**src/rtl/cpu_pkg.sv**
```systemverilog
// ---------------------------------------------------------------------------
// cpu_pkg
// Shared VeriRisc definitions used by the sequencer, the ALU and the datapath.
//   NPHASE   : phases per instruction cycle (fixed at 8)
//   PW       : phase counter width
//   opcode_e : 3-bit instruction opcodes
//   phase_e  : names of the eight instruction-cycle phases
// ---------------------------------------------------------------------------
package cpu_pkg;

  localparam int NPHASE = 8;
  localparam int PW     = $clog2(NPHASE);

  typedef enum logic [2:0] {
    HLT = 3'd0,
    SKZ = 3'd1,
    ADD = 3'd2,
    AND = 3'd3,
    XOR = 3'd4,
    LDA = 3'd5,
    STO = 3'd6,
    JMP = 3'd7
  } opcode_e;

  typedef enum logic [2:0] {
    INST_ADDR  = 3'd0,
    INST_FETCH = 3'd1,
    INST_LOAD  = 3'd2,
    IDLE       = 3'd3,
    OP_ADDR    = 3'd4,
    OP_FETCH   = 3'd5,
    ALU_OP     = 3'd6,
    STORE      = 3'd7
  } phase_e;

  // Opcodes that read a memory operand and write the result to the accumulator.
  function automatic logic is_aluop(opcode_e op);
    return (op == ADD) || (op == AND) || (op == XOR) || (op == LDA);
  endfunction

endpackage

```
**src/rtl/cpu_sequencer_phase_counter.sv**
```systemverilog
// ---------------------------------------------------------------------------
// phase_counter
// Wrapping instruction-phase counter with asynchronous clear.
//   clk   : rising-edge clock
//   rst_n : asynchronous active-low clear to 0
//   ena   : advance enable
//   hold  : freeze the count regardless of ena
//   cnt   : current count
// ---------------------------------------------------------------------------
module phase_counter #(
  parameter int PW = 3
) (
  input  logic          clk,
  input  logic          rst_n,
  input  logic          ena,
  input  logic          hold,
  output logic [PW-1:0] cnt
);

  logic [PW-1:0] cnt_q, cnt_d;

  // The phase count is a power of two, so natural overflow gives the 7 -> 0 wrap.
  always_comb begin
    cnt_d = cnt_q;
    if (ena && !hold) begin
      cnt_d = cnt_q + PW'(1);
    end
  end

  // NOTE: state flops use non-blocking assignment so every flop samples
  // pre-edge values, independent of block ordering.
  always_ff @(posedge clk or negedge rst_n) begin
    if (!rst_n) begin
      cnt_q <= '0;
    end else begin
      cnt_q <= cnt_d;
    end
  end

  assign cnt = cnt_q;

endmodule

```
**src/rtl/cpu_sequencer.sv**
```systemverilog
// ---------------------------------------------------------------------------
// cpu_sequencer
// VeriRisc control sequencer: steps the 8-phase instruction cycle, decodes the
// IR opcode into datapath strobes and latches the halted state.
//   clk, rst_n : clock, asynchronous active-low reset
//   ena        : phase advance enable (no effect once halted)
//   opcode     : IR opcode
//   a_is_zero  : ALU zero flag, used only by SKZ in phase 6
//   phase      : current phase 0..7
//   sel        : address mux, 1 = PC, 0 = IR operand
//   rd, wr     : memory read / write
//   ld_ir      : load instruction register
//   inc_pc     : increment PC
//   ld_pc      : load PC (jump)
//   ld_ac      : load accumulator
//   data_e     : accumulator drives data bus
//   halt       : CPU halted
// The NPHASE parameter must stay at 8; the decode below names all eight phases.
// ---------------------------------------------------------------------------
module cpu_sequencer #(
  parameter int NPHASE = 8,
  parameter int PW     = $clog2(NPHASE)
) (
  input  logic          clk,
  input  logic          rst_n,
  input  logic          ena,
  input  logic [2:0]    opcode,
  input  logic          a_is_zero,
  output logic [PW-1:0] phase,
  output logic          sel,
  output logic          rd,
  output logic          ld_ir,
  output logic          inc_pc,
  output logic          ld_pc,
  output logic          ld_ac,
  output logic          wr,
  output logic          data_e,
  output logic          halt
);

  import cpu_pkg::*;

  logic    halted_q, halted_d;
  logic    aluop;
  opcode_e op;
  phase_e  ph;

  // Halted freezes the counter; the HLT-ending edge of phase 4 still advances
  // it, so the frozen phase is 5.
  phase_counter #(.PW(PW)) u_phase_counter (
    .clk   (clk),
    .rst_n (rst_n),
    .ena   (ena),
    .hold  (halted_q),
    .cnt   (phase)
  );

  assign op    = opcode_e'(opcode);
  assign ph    = phase_e'(phase);
  assign aluop = is_aluop(op);

  // Sticky: only reset clears it.
  always_comb begin
    halted_d = halted_q;
    if (ena && (ph == OP_ADDR) && (op == HLT)) begin
      halted_d = 1'b1;
    end
  end

  always_ff @(posedge clk or negedge rst_n) begin
    if (!rst_n) begin
      halted_q <= 1'b0;
    end else begin
      halted_q <= halted_d;
    end
  end

  // Zero-latency strobe decode of the current phase.
  always_comb begin
    // NOTE: every output gets a default first so no path leaves one unassigned,
    // which would infer a latch.
    sel    = 1'b0;
    rd     = 1'b0;
    ld_ir  = 1'b0;
    inc_pc = 1'b0;
    ld_pc  = 1'b0;
    ld_ac  = 1'b0;
    wr     = 1'b0;
    data_e = 1'b0;
    halt   = 1'b0;
    if (halted_q) begin
      halt = 1'b1;
    end else begin
      unique case (ph)
        INST_ADDR:  sel = 1'b1;
        INST_FETCH: begin
          sel = 1'b1;
          rd  = 1'b1;
        end
        INST_LOAD, IDLE: begin
          sel   = 1'b1;
          rd    = 1'b1;
          ld_ir = 1'b1;
        end
        OP_ADDR: begin
          inc_pc = 1'b1;
          halt   = (op == HLT);
        end
        OP_FETCH:   rd = aluop;
        ALU_OP: begin
          rd     = aluop;
          inc_pc = (op == SKZ) && a_is_zero;
          ld_pc  = (op == JMP);
          data_e = (op == STO);
        end
        STORE: begin
          rd     = aluop;
          ld_ac  = aluop;
          ld_pc  = (op == JMP);
          wr     = (op == STO);
          data_e = (op == STO);
        end
        default: ;
      endcase
    end
  end

endmodule

```
**config.mk**
```make
export PLATFORM = sky130hd
export DESIGN_NAME = cpu_sequencer
export DESIGN_NICKNAME = d
export VERILOG_FILES = /design/src/rtl/cpu_pkg.sv /design/src/rtl/cpu_sequencer_phase_counter.sv /design/src/rtl/cpu_sequencer.sv
export SDC_FILE = /design/constraint.sdc
export NUM_CORES = 1
export LEC_CHECK = 0
export CAP_MARGIN = 30
export CORE_AREA = 3 3 40 42
export DETAILED_ROUTE_END_ITERATION = 16
export DIE_AREA = 0 0 43 45
export DONT_BUFFER_PORTS = 1
export PLACE_DENSITY_LB_ADDON = 0.25
export SLEW_MARGIN = 20
export SYNTH_ARGS = -nofsm -noshare
export SYNTH_HDL_FRONTEND = slang
export SYNTH_HIERARCHICAL = 1
export SYNTH_SLANG_ARGS = --single-unit
```
**constraint.sdc**
```tcl
create_clock -name clk -period 1.9 [get_ports clk]
set_input_delay 0.095 -clock clk [delete_from_list [all_inputs] [get_ports clk]]
set_output_delay 0.095 -clock clk [all_outputs]
set_load 0.03 [all_outputs]
```
==> results of run 1 <==
==> final cells by class <==
type | instances | area (sq um) | share of cell area
Clock buffer | 3 | 22.5 | 0.0559
Inverter | 2 | 7.51 | 0.0186
Multi-Input combinational cell | 24 | 191 | 0.475
Sequential cell | 4 | 100 | 0.248
Tap cell | 15 | 18.8 | 0.0466
Timing Repair Buffer | 8 | 62.6 | 0.155
==> registers in the layout, indices dropped and copies added, names as in the netlist <==
register / count
u_phase_counter/cnt: 3
halted_q: 1
==> cells in the mapped netlist (2+ instances only) <==
cell,instances,area [sq um]
dfrtp_1,4,100
inv_1,2,7.51
nor2_1,5,18.8
xnor2_1,2,17.5
==> power by group through the flow <==
stage	Sequential (W)	Combinational, W	Clock, W
after global placement	0.000270	0.000446	0
final	0.000268	0.000446	0.000106
after floorplan	0.000277	0.000328	0
after CTS	0.000269	0.000452	0.000113
after detailed placement	0.000270	0.000448	0
after global routing	0.000286	0.000481	0.000116
==> metal layers <==
metal / part of all wire / up-vias / global-route usage
met2: 0.45 / 11 / 0.102
li1: - / 131 / -
met1: 0.44 / 111 / 0.0951
met4: 0 / 0 / 0.108
met5: 0 / - / 0
met3: 0.10 / 0 / 0.0438
==> critical path, stage by stage, from the launching register on <==
cell and delay [ns]:
dfrtp_1 0.64, nand4b_1 0.22, nor3_1 0.19, buf_4 0.19
==> cell families after synthesis <==
family | count (synthesis) | share of synthesized area
XOR/XNOR | 3 | 0.0879
AO/OA/AOI/OAI | 4 | 0.134
buffers and inverters | 2 | 0.0251
flip-flops | 4 | 0.335
adder cells (fa/ha/maj) | 1 | 0.0418
multiplexers | 1 | 0.0502
AND/OR/NAND/NOR | 15 | 0.326
==> repair_timing <==
item,4_1_cts,5_1_grt
resized for setup,0,0
hold buffers,1,0
hold endpoints to repair,4,0
==> final timing paths <==
kind / start / end / depth (start not counted)
worst max register to register: u_phase_counter/cnt[1]$_DFFE_PN0P_ / u_phase_counter/cnt[1]$_DFFE_PN0P_ / 2
min in group asynchronous: rst_n / u_phase_counter/cnt[2]$_DFFE_PN0P_ / 1
worst max-delay path: u_phase_counter/cnt[1]$_DFFE_PN0P_ / wr / 3
worst min register to register: halted_q$_DFFE_PN0P_ / halted_q$_DFFE_PN0P_ / 1
worst min-delay path: ena / halted_q$_DFFE_PN0P_ / 1
max in group asynchronous: rst_n / u_phase_counter/cnt[1]$_DFFE_PN0P_ / 1
==> through the flow <==
stage,power [W],instances,cell area (sq um)
floorplan,0.000606,30,299
global placement,0.000716,52,370
detailed placement,0.000718,52,370
CTS,0.000834,56,403
global route,0.000883,56,403
finish,0.000820,56,403
==> out/metrics.cfg, run 1 <==
[outcome]
outcome = finished, final reports clean

[synth]
async_reset_ff_frac = 1.00
ys_types = 21
syn_avg_cell_area_sq_um = 9.97
syn_area_sq_um = 299
ys_seq_area_frac = 0.335
ys.warnings.count = 6
synth_cells = 30
syn-num-nets = 38
synth_edf_count = 0
synth_flop_cell = dfrtp_1
yosys_register_bits = 4

[cts]
cts_num_sinks = 4
post_cts_buffers = 0
max-clock-path-buffers = 2
cts_max_level = 1
numCtsBuffers = 3
clkTransAtPathRegs_ns = 0.04
cts_tree = built
cts-root-buf = clkbuf_4
clkLatencyLatePin_ns = 0.23

[global_route]
grt_max_degree = 10
overflow = 0
grt_pass1_vias = 270
antenna_found_initial = 0
grt_usage = 0.0853
grt_pass1_wl_um = 1140

[drt]
dr.pass1.iters = 3
routed_wl_um = 703
final_antenna_net_count = 0
post-route-drc-count = 0
via_per_inst = 4.52
drtIter0Drc = 7
num_vias = 253
post_drt_wl_per_cell_um = 12.6

[power]
p_sw_w = 0.000443
switching_share = 0.540
comb_power_share = 0.544
max-vdd-ir-drop_uv = 665
power_frac_seq = 0.327
leakage_nw = 0.181
p_clk_frac = 0.129
p_int_w = 0.000377
power-per-cell-area_mw_per_mm2 = 2040

[die]
initial_core_util = 0.233
core-area_sq_mm = 0.00128
pin_count = 19
fp.dieH_um = 45
dieWidth_um = 43
std_cell_rows = 13
die_area_sq_mm = 0.00194

[finish]
fillers = 138
final_cell_mix = buf_4 (7), nor2_1 (5), dfrtp_1 (4)
fin_util = 0.314
area_growth_pct = 34.7
final_common_cell = buf_4
layout.nets = 51
antenna_cells = 0
drive_above_1_share = 0.366

[setup_path]
cp.required_ns = 1.80
startpoint_type = flop
worstSetupPathType = flop to output pin
worstPathArrival_ns = 1.47
ff2ff_setup_slack_ns = 0.57
cp_max_fo = 7
crit_path_end_kind = output pin

[sta]
post-route-min-period_ns = 1.57
fin_ws_ns = 0.332
rsz0062_at_grt = no
max_freq_ghz = 0.638
fin_worst_skew_ns = 0.00112
fin_crit_sh = 0.825
holdWs_ns = 0.0219
slew_headroom = 0.626
slew_viol_final = 0
hold_violations = 0
setup-tns-final_ns = 0
tightest_slew_ns = 0.560
final-setup-viol-count = 0

[placement]
hpwlAfterDp_um = 570
post-place-ws_ns = 0.578
port_buffers = 0
gp_congestion = 0.704

[min_path]
hold_class = input pin to flop

[job]
drv_cap = 0

No activity file was read; power rests on OpenSTA's default activity.
==> run 2, diff against run 1 <==
- clock period: 1.9 -> 1.6 ns (I/O delays scaled with it)
==> out/metrics.cfg, run 2 (synthesis results as in run 1) <==
[setup_path]
cp_cell_sequence = nor4b_1 -> a21o_2
path_buf_inv = 0
cp_slowest_cell = dfrtp_1
startpoint_type = flop
worstSetupPathType = flop to output pin
worstPathArrival_ns = 1.39
cpPeakStageDelay_ns = 0.45
cp.required_ns = 1.52
cp_max_fo = 7
critPathLaunch = u_phase_counter/cnt[2]$_DFFE_PN0P_
cp_top_family = flip-flops
crit_path_end_kind = output pin
timing.rr.start = u_phase_counter/cnt[2]$_DFFE_PN0P_
cp.depth = 2
r2r_cells = 2

[die]
die_area_sq_mm = 0.00194
dieWidth_um = 43
std_cell_rows = 13
pin_count = 19
core-area_sq_mm = 0.00128
fp.dieH_um = 45
initial_core_util = 0.233

[finish]
final_area_sq_um = 454
multi_input_area_sq_um = 203
layout.nets = 56
final_cell_mix = buf_4 (11), nor2_1 (5), dfrtp_1 (4)
fillers = 138
seq_area_sq_um = 100
final_common_cell = buf_4
antenna_cells = 0
stdcell_count = 61
largest_register_ffs = 3
drive_above_1_share = 0.457
area_growth_pct = 51.9

[cts]
cts_max_level = 1
cts-root-buf = clkbuf_4
max-clock-path-buffers = 2
cts_num_sinks = 4
clkLatencyLatePin_ns = 0.24
numCtsBuffers = 3
cts-resized-gates = 0
post_cts_buffers = 0
cts_tree = built
clkTransAtPathRegs_ns = 0.04

[drt]
top_layer_used = met4
wl_met2_um = 397
drtIter0Drc = 2
final_antenna_net_count = 0
post_drt_wl_per_cell_um = 13.7
dr.pass1.iters = 3
post-route-drc-count = 0
num_vias = 296
drt-met1-wl_um = 314
routed_wl_um = 833
via_per_inst = 4.85
dr_wl_met3_um = 108

[global_route]
grt_max_degree = 10
grt_pass1_wl_um = 1310
grt_usage = 0.0936
antenna_found_initial = 0
overflow = 0
grt_pass1_vias = 311

[sta]
slew_headroom = 0.717
post-route-min-period_ns = 1.47
rsz0062_at_grt = no
max_freq_ghz = 0.681
slew_viol_final = 0
tightest_slew_ns = 0.419
fin_worst_skew_ns = 0.00931
fin_crit_sh = 0.917
final-setup-viol-count = 0
hold_violations = 0
setup-tns-final_ns = 0

[min_path]
hold_class = input pin to flop
holdPathStages = 2
hp-start = ena

[placement]
dp.cells = 56
placed_area_sq_um = 412
gp_congestion = 0.747
hpwlAfterDp_um = 660
port_buffers = 0

[outcome]
outcome = finished, final reports clean

[power]
leakage_nw = 0.206
power-per-cell-area_mw_per_mm2 = 2380
max-vdd-ir-drop_uv = 997

[job]
drv_cap = 0

## run 2: power breakdown
part	internal [W]	switching, W	total [W]
logic	0.000280	0.000415	0.000695
clock network	0.0000839	0.0000410	0.000125
registers	0.000155	0.000108	0.000263
total	0.000519	0.000564	0.00108
## run 2: area by class of cell
class / count / area share
well taps: 15 / 0.0413
clock buffers: 3 / 0.0496
multi-input cells: 24 / 0.446
repair buffers: 13 / 0.226
flip-flops and latches: 4 / 0.220
inverters: 2 / 0.0165
## run 2: per-layer routing
layer,global-route usage,vias to the layer above
met5,0,-
met4,0.0361,0
met2,0.156,15
met3,0.0717,2
met1,0.0876,137
li1,-,142
## run 2: final timing paths
check | slack [ns] | end
worst max-delay path | 0.13 | halt
worst min-delay path | 0.03 | u_phase_counter/cnt[2]$_DFFE_PN0P_
max in group asynchronous | 1.31 | u_phase_counter/cnt[1]$_DFFE_PN0P_
min in group asynchronous | 0.11 | u_phase_counter/cnt[2]$_DFFE_PN0P_
worst max register to register | 0.48 | halted_q$_DFFE_PN0P_
worst min register to register | 0.59 | u_phase_counter/cnt[2]$_DFFE_PN0P_
## run 2: what timing repair did
item,CTS,global route
setup endpoints to repair,0,0
endpoints found under the hold margin,5,0
hold buffers,2,0
## run 2: metrics by stage
step | setup WS (ns) | total power [W] | util | hold slack (ns)
floorplan | 0.0123 | 0.000733 | - | -0.216
global placement | 0.365 | 0.000944 | 0.320 | -0.215
detailed placement | 0.383 | 0.000959 | 0.320 | -0.215
CTS | 0.125 | 0.00110 | 0.353 | 0.0225
global route | 0.00535 | 0.00117 | 0.353 | 0.0365
finish | 0.133 | 0.00108 | 0.353 | 0.0307
## run 2: worst register-to-register path, cell delays in order, from the launching register on
cell and delay [ns]:
dfrtp_1 0.45, nor4b_1 0.40, a31o_2 0.21
==> run 3, diff against run 2 <==
- CTS_BUF_LIST: unset -> sky130_fd_sc_hd__clkbuf_2
- MAX_ROUTING_LAYER: unset -> met4
==> out/metrics.cfg, run 3 (synthesis results as in run 1) <==
[cts]
cts_tree = built
max-clock-path-buffers = 2
cts-root-buf = clkbuf_2
clkLatencyLatePin_ns = 0.21
cts_num_sinks = 4
numCtsBuffers = 3
cts_max_level = 1
clkTransAtPathRegs_ns = 0.05

[placement]
port_buffers = 0
dp.cells = 56
gp_congestion = 0.756
hpwlAfterDp_um = 660

[die]
core-area_sq_mm = 0.00128
initial_core_util = 0.233
pin_count = 19
dieWidth_um = 43
std_cell_rows = 13
die_area_sq_mm = 0.00194
fp.dieH_um = 45

[sta]
hold_violations = 0
fin_crit_sh = 0.906
max_freq_ghz = 0.690
rsz0062_at_grt = no
fin_worst_skew_ns = 0.0134
final-setup-viol-count = 0
slew_viol_final = 0
setup-tns-final_ns = 0
tightest_slew_ns = 0.418
slew_headroom = 0.717
post-route-min-period_ns = 1.45
holdWs_ns = 0.0248

[finish]
stdcell_count = 60
largest_register_ffs = 3
drive_above_1_share = 0.467
final_cell_mix = buf_4 (11), nor2_1 (5), dfrtp_1 (4)
fillers = 140
area_growth_pct = 46.0
multi_input_area_sq_um = 203
seq_area_sq_um = 100
antenna_cells = 0
layout.nets = 55
final_common_cell = buf_4

[global_route]
grt_usage = 0.0955
grt_max_degree = 10
antenna_found_initial = 0
overflow = 0
grt_pass1_vias = 313
grt_pass1_wl_um = 1300

[drt]
via_per_inst = 4.92
routed_wl_um = 797
drtIter0Drc = 3
post_drt_wl_per_cell_um = 13.3
final_antenna_net_count = 0
dr.pass1.iters = 3
num_vias = 295
post-route-drc-count = 0

[setup_path]
cp.required_ns = 1.52
cp_max_fo = 7
worstSetupPathType = flop to output pin
startpoint_type = flop
worstPathArrival_ns = 1.37
crit_path_end_kind = output pin

[power]
leakage_nw = 0.200
comb_power_share = 0.660
power-per-cell-area_mw_per_mm2 = 2390
max-vdd-ir-drop_uv = 997
p_clk_frac = 0.088
switching_share = 0.537
p_int_w = 0.000483
power_frac_seq = 0.252
p_sw_w = 0.000560

[min_path]
hold_class = input pin to flop

[job]
drv_cap = 0

[outcome]
outcome = finished, final reports clean

-- run 3: cell count changes in the layout (fill, tap and decap cells not counted) --
cell and change:
clkbuf_2 +3, clkbuf_4 -3, dlygate4sd3_1 -1
-- run 3: critical path, stage by stage (launching register included) --
cell and delay [ns]:
dfrtp_1 0.46, nor4b_1 0.40, a21o_2 0.30
-- run 3: layer usage --
metal	vias up	wire length, um	track usage
met2	15	390	0.156
li1	140	-	-
met5	-	0	-
met3	2	107	0.0757
met4	0	10	0.0361
met1	138	289	0.0827
-- run 3: final cells by class --
| class | count | area share |
|---|---|---|
| Timing Repair Buffer | 12 | 0.212 |
| Tap cell | 15 | 0.0430 |
| Multi-Input combinational cell | 24 | 0.464 |
| Sequential cell | 4 | 0.229 |
| Clock buffer | 3 | 0.0344 |
| Inverter | 2 | 0.0172 |
-- run 3: power by group through the flow --
stage	Sequential (W)	Combinational, W	Clock, W
after floorplan	0.000329	0.000404	0
after CTS	0.000263	0.000699	0.0000969
after global routing	0.000278	0.000743	0.000107
final	0.000263	0.000689	0.0000914
after global placement	0.000262	0.000681	0
after detailed placement	0.000265	0.000694	0
-- run 3: metrics by stage --
step	instance area (sq um)	worst slack, ns	util	power [W]
finish	437	0.150	0.340	0.00104
floorplan	310	0.0123	-	0.000733
CTS	437	0.146	0.340	0.00106
global placement	412	0.365	0.320	0.000944
detailed placement	412	0.383	0.320	0.000959
global route	437	0.0185	0.340	0.00113
-- run 3: worst paths after layout --
path	from	to	slack, ns	cells after the start
worst max-delay path	u_phase_counter/cnt[2]$_DFFE_PN0P_	halt	0.15	2
worst min-delay path	ena	halted_q$_DFFE_PN0P_	0.02	1
worst max register to register	u_phase_counter/cnt[2]$_DFFE_PN0P_	halted_q$_DFFE_PN0P_	0.47	2
worst min register to register	u_phase_counter/cnt[2]$_DFFE_PN0P_	u_phase_counter/cnt[2]$_DFFE_PN0P_	0.60	1
max in group asynchronous	rst_n	u_phase_counter/cnt[1]$_DFFE_PN0P_	1.28	1
min in group asynchronous	rst_n	u_phase_counter/cnt[2]$_DFFE_PN0P_	0.14	1
-- run 3: repair_timing --
| action | 4_1_cts | 5_1_grt |
|---|---|---|
| hold buffers | 1 | 0 |
| resized for setup | 0 | 0 |
| buffers inserted | 0 | 0 |
| endpoints found under the hold margin | 4 | 0 |
